<file path="config.mk">
export PLATFORM = sky130hd
export DESIGN_NAME = dmem_arbiter
export DESIGN_NICKNAME = d
export VERILOG_FILES = /design/src/rtl/dmem_arbiter.sv
export SDC_FILE = /design/constraint.sdc
export NUM_CORES = 1
export LEC_CHECK = 0
export ABC_AREA = 1
export CAP_MARGIN = 10
export CORE_ASPECT_RATIO = 0.8
export CORE_MARGIN = 3
export CORE_UTILIZATION = 30
export DETAILED_ROUTE_END_ITERATION = 7
export GPL_TIMING_DRIVEN = 0
export HOLD_SLACK_MARGIN = 0.08
export PLACE_DENSITY_LB_ADDON = 0.15
export SYNTH_ARGS = -nofsm -noshare
export SYNTH_HDL_FRONTEND = slang
export SYNTH_SLANG_ARGS = --single-unit
</file>
<file path="constraint.sdc">
create_clock -name clk -period 4.9 [get_ports clk]
set_input_delay 0.735 -clock clk [delete_from_list [all_inputs] [get_ports clk]]
set_output_delay 0.735 -clock clk [all_outputs]
set_load 0.1 [all_outputs]
</file>
<file path="src/rtl/dmem_arbiter.sv">
// Two-port req/ack arbiter in front of a single-port data memory.
// Fixed priority to the CPU port with a bounded starvation count for the debug port.
module dmem_arbiter #(
    parameter int ADDR_W     = 10,
    parameter int DATA_W     = 32,
    parameter int MEM_LAT    = 1,
    parameter int STARVE_MAX = 4
) (
    input  logic              clk,
    input  logic              reset,
    input  logic              c_req,
    input  logic              c_we,
    input  logic [ADDR_W-1:0] c_addr,
    input  logic [DATA_W-1:0] c_wdata,
    output logic [DATA_W-1:0] c_rdata,
    output logic              c_ack,
    input  logic              d_req,
    input  logic              d_we,
    input  logic [ADDR_W-1:0] d_addr,
    input  logic [DATA_W-1:0] d_wdata,
    output logic [DATA_W-1:0] d_rdata,
    output logic              d_ack,
    output logic [ADDR_W-1:0] mem_addr,
    output logic [DATA_W-1:0] mem_din,
    output logic              mem_wen,
    output logic              mem_ren,
    input  logic [DATA_W-1:0] mem_dout,
    output logic              busy,
    output logic              owner
);

    typedef enum logic [1:0] {
        S_IDLE,
        S_ISSUE,
        S_WAIT,
        S_RESP
    } state_t;

    localparam logic [3:0] LAT_M1   = 4'(MEM_LAT - 1);
    localparam logic [3:0] STARVE_L = 4'(STARVE_MAX);

    state_t            r_state;
    state_t            w_next;
    logic              r_we;
    logic              r_owner;
    logic [3:0]        r_starve;
    logic [3:0]        r_wcnt;
    logic [ADDR_W-1:0] r_addr;
    logic [DATA_W-1:0] r_wdata;
    logic [DATA_W-1:0] r_c_rdata;
    logic [DATA_W-1:0] r_d_rdata;
    logic              w_grant;
    logic              w_pick_d;

    // D only wins a tie once the CPU has been granted STARVE_MAX times in a row.
    always_comb begin
        w_grant  = c_req | d_req;
        w_pick_d = d_req && (!c_req || (r_starve == STARVE_L));
    end

    always_comb begin
        w_next = r_state;
        unique case (r_state)
            S_IDLE:  if (w_grant) w_next = S_ISSUE;
            S_ISSUE: w_next = r_we ? S_RESP : S_WAIT;
            S_WAIT:  if (r_wcnt == 4'd0) w_next = S_RESP;
            S_RESP:  w_next = S_IDLE;
            default: w_next = S_IDLE;
        endcase
    end

    always_comb begin
        mem_wen  = (r_state == S_ISSUE) && r_we;
        mem_ren  = (r_state == S_ISSUE) && !r_we;
        c_ack    = (r_state == S_RESP) && !r_owner;
        d_ack    = (r_state == S_RESP) && r_owner;
        busy     = (r_state != S_IDLE);
        owner    = r_owner;
        mem_addr = r_addr;
        mem_din  = r_wdata;
        c_rdata  = r_c_rdata;
        d_rdata  = r_d_rdata;
    end

    always_ff @(posedge clk or posedge reset) begin
        if (reset) begin
            r_state   <= S_IDLE;
            r_we      <= 1'b0;
            r_owner   <= 1'b0;
            r_starve  <= 4'd0;
            r_wcnt    <= 4'd0;
            r_addr    <= '0;
            r_wdata   <= '0;
            r_c_rdata <= '0;
            r_d_rdata <= '0;
        end else begin
            r_state <= w_next;
            unique case (r_state)
                S_IDLE: begin
                    if (w_grant) begin
                        r_owner <= w_pick_d;
                        r_we    <= w_pick_d ? d_we : c_we;
                        r_addr  <= w_pick_d ? d_addr : c_addr;
                        r_wdata <= w_pick_d ? d_wdata : c_wdata;
                    end
                    if (!d_req || w_pick_d) begin
                        r_starve <= 4'd0;
                    end else if (r_starve != STARVE_L) begin
                        r_starve <= r_starve + 4'd1;
                    end
                end
                S_ISSUE: r_wcnt <= LAT_M1;
                S_WAIT: begin
                    if (r_wcnt == 4'd0) begin
                        if (r_owner) r_d_rdata <= mem_dout;
                        else         r_c_rdata <= mem_dout;
                    end else begin
                        r_wcnt <= r_wcnt - 4'd1;
                    end
                end
                default: ;
            endcase
        end
    end

endmodule
</file>
==> flow_summary.json <==
{
  "cp.arrival_ns": 2.49,
  "avgSynthCellArea_um2": 7.866,
  "gp_congestion": 0.7723,
  "rows": 43,
  "cts_hold_buf": 0,
  "finalNonFillerCells": 1188,
  "fmax_mhz": 309.7,
  "setup-tns-final_ns": 0,
  "worst_slew_pin_slew_ns": 1.060,
  "status": "finished, final reports clean",
  "setup_viol": 0,
  "fp.coreArea_um2": 17650,
  "cpPeakStageDelay_ns": 1.20,
  "hp-class": "register to register",
  "routed_wl_mm": 17.33,
  "worstHoldStart": "mem_din[28]$_DFFE_PP0P_",
  "reg2reg_slack_ns": 3.07,
  "drt-vias-per-instance": 4.370,
  "cp_num_buf_inv": 3,
  "num_vias": 5192,
  "start_util_pct": 31.11,
  "track_usage_pct": 17.65,
  "htree_levels": 4,
  "dp_cells": 1156,
  "drv_cap": 0,
  "synth_top_area_share_pct": 53.78,
  "cts_tree": "done",
  "clock_latency_ns": 0.41,
  "antenna_cells": 0,
  "netlist_area_um2": 5490,
  "synth_nets": 829,
  "drc": 0,
  "crit_path_end_kind": "output pin",
  "final_core_util_pct": 49.67,
  "cts_root_buffer": "clkbuf_16",
  "post_cts_buffers": 0,
  "wl_per_cell_um": 14.59,
  "r2r-end": "d_rdata[29]$_DFFE_PP0P_",
  "drt_iter0_markers": 219,
  "cts_sinks": 118,
  "cts-buffers-inserted": 17,
  "final.fill_count": 1773,
  "die_h_um": 127,
  "crit_top_cell": "inv_1",
  "cts_resized": 0,
  "place_hpwl_mm": 12.75,
  "io_pins": 234,
  "final.period_utilization_pct": 65.90,
  "slew_headroom_pct": 29.08,
  "rsz0062_at_grt": "no",
  "fin_nets": 1081,
  "antenna_found_initial": 0,
  "synth.largest_area_cell": "dfrtp_1",
  "yosysSeqAreaShare_pct": 53.78,
  "crit_path_start_kind": "register",
  "port-buffer-count": 232,
  "grt_pass1_wl_mm": 27.59,
  "drv_slew": 0,
  "grt_pass1_vias": 5206,
  "worstPathRequired_ns": 4.16,
  "hold_depth": 2,
  "path_clk_slew_ns": 0.06,
  "worst_r2r_startpoint": "r_state[0]$_DFFE_PP0P_",
  "crit_fanout": 5,
  "ff2ff_path_depth": 7,
  "drtAntennaViolNets": 0,
  "firstDrtPassIters": 4,
  "overflow": 0,
  "synth-seq-cells": 118,
  "dieArea_um2": 19970,
  "crit_chain": "inv_1 > ha_1 > inv_1 > clkdlybuf4s50_1",
  "path_delay_family": "buffers and inverters",
  "slowest_stage": "clkdlybuf4s50_1",
  "clockBufferDepth": 2,
  "hold_viol_final": 0,
  "period_needed_ns": 3.229,
  "netlist_instances": 698,
  "synth_area_leaders": "dfrtp_1 54%, nand2_1 14%, inv_1 9.5%",
  "syn2layout_area_growth_pct": 59.64,
  "finClkSkew_ns": 0.01080,
  "ys_types": 18,
  "min_to": "mem_din[28]$_DFFE_PP0P_",
  "drive_gt1_share_pct": 6.646,
  "grt_max_degree": 63,
  "crit_type": "register to output pin",
  "die_x_um": 157.3,
  "yosysWarnings": 0
}
==> Yosys cell counts <==
cell and number:
nand3_1 95, xor2_1 2, nand2_2 4, nor2_1 9, o22ai_1 1, buf_2 22
o21ai_0 70, o211ai_1 1, dfrtp_1 118, clkbuf_1 11, nand2_1 209, inv_1 139
buf_4 1, o21ai_1 1, a21oi_1 3, inv_2 2, a21oi_4 1, ha_1 9
==> tightest hold or removal path, delay by kind of cell (launching register included) <==
kind	cells	cell delay [ns]
flops	1	0.34
simple gates	2	0.10
==> cell families (layout without fill, tap and decap cells) <==
logic type               Yosys count  count (layout)  synth area share [%]
AO/OA/AOI/OAI                     77              77                 7.293
XOR/XNOR                           2               2                0.3191
adder cells (fa/ha/maj)            9               9                 2.051
buffers and inverters            175             440                 12.53
flip-flops                       118             118                 53.78
AND/OR/NAND/NOR                  317             317                 24.02
==> worst max path at each step <==
stage / startpoint / endpoint / depth (start not counted)
6_report: r_state[0]$_DFFE_PP0P_ / busy / 4
5_1_grt: r_state[0]$_DFFE_PP0P_ / busy / 4
4_1_cts: r_state[0]$_DFFE_PP0P_ / busy / 4
3_5_place_dp: r_state[1]$_DFFE_PP0P_ / mem_ren / 5
3_3_place_gp: reset / mem_din[14]$_DFFE_PP0P_ / 2
2_1_floorplan: reset / c_rdata[0]$_DFFE_PP0P_ / 1
==> layer usage <==
layer	vias to the layer above	routed length [um]	global-route usage [%]
met3	21	1282	6.366
li1	2637	-	-
met1	2402	7725	22.95
met4	0	291	5.561
met2	132	8035	27.60
met5	-	0	0
==> cell type report <==
class / count / area, um2 / share of cell area, %
Sequential cell: 118 / 2953 / 33.69
Timing Repair Buffer: 233 / 2350 / 26.81
Multi-Input combinational cell: 405 / 1849 / 21.10
Buffer: 34 / 158.9 / 1.813
Clock buffer: 17 / 425.4 / 4.854
Clock inverter: 15 / 212.7 / 2.427
Inverter: 141 / 534.3 / 6.096
Tap cell: 225 / 281.5 / 3.212
==> state kept, by name, summed over array words and instances (netlist names) <==
signal / cells
r_starve: 4
c_rdata: 32
mem_din: 32
d_rdata: 32
mem_addr: 10
r_state: 2
r_we: 1
r_wcnt: 4
owner: 1
==> through the flow <==
stage	hold slack, ns	worst slack, ns	cell area (um2)
6_report	0.4761	1.671	8765
2_1_floorplan	0.4717	1.036	5490
3_3_place_gp	0.4627	-1.093	8094
3_5_place_dp	0.4644	2.086	8127
5_1_grt	0.4894	1.558	8765
4_1_cts	0.4815	1.636	8765
==> layout by cell type, fill, tap and decap left out, types with 2 or more instances in the layout <==
master             n
nand2_2            4
dfrtp_1          118
clkinv_4           2
nor2_1             9
inv_2              2
ha_1               9
clkbuf_1          11
clkbuf_16         17
o21ai_0           70
bufinv_16          4
nand3_1           95
xor2_1             2
buf_2             22
a21oi_1            3
clkdlybuf4s50_1  232
nand2_1          209
inv_1            138
inv_6              9
Power is not shown: default switching activity piles up to over one toggle a cycle in this logic, so the estimate is an artifact.
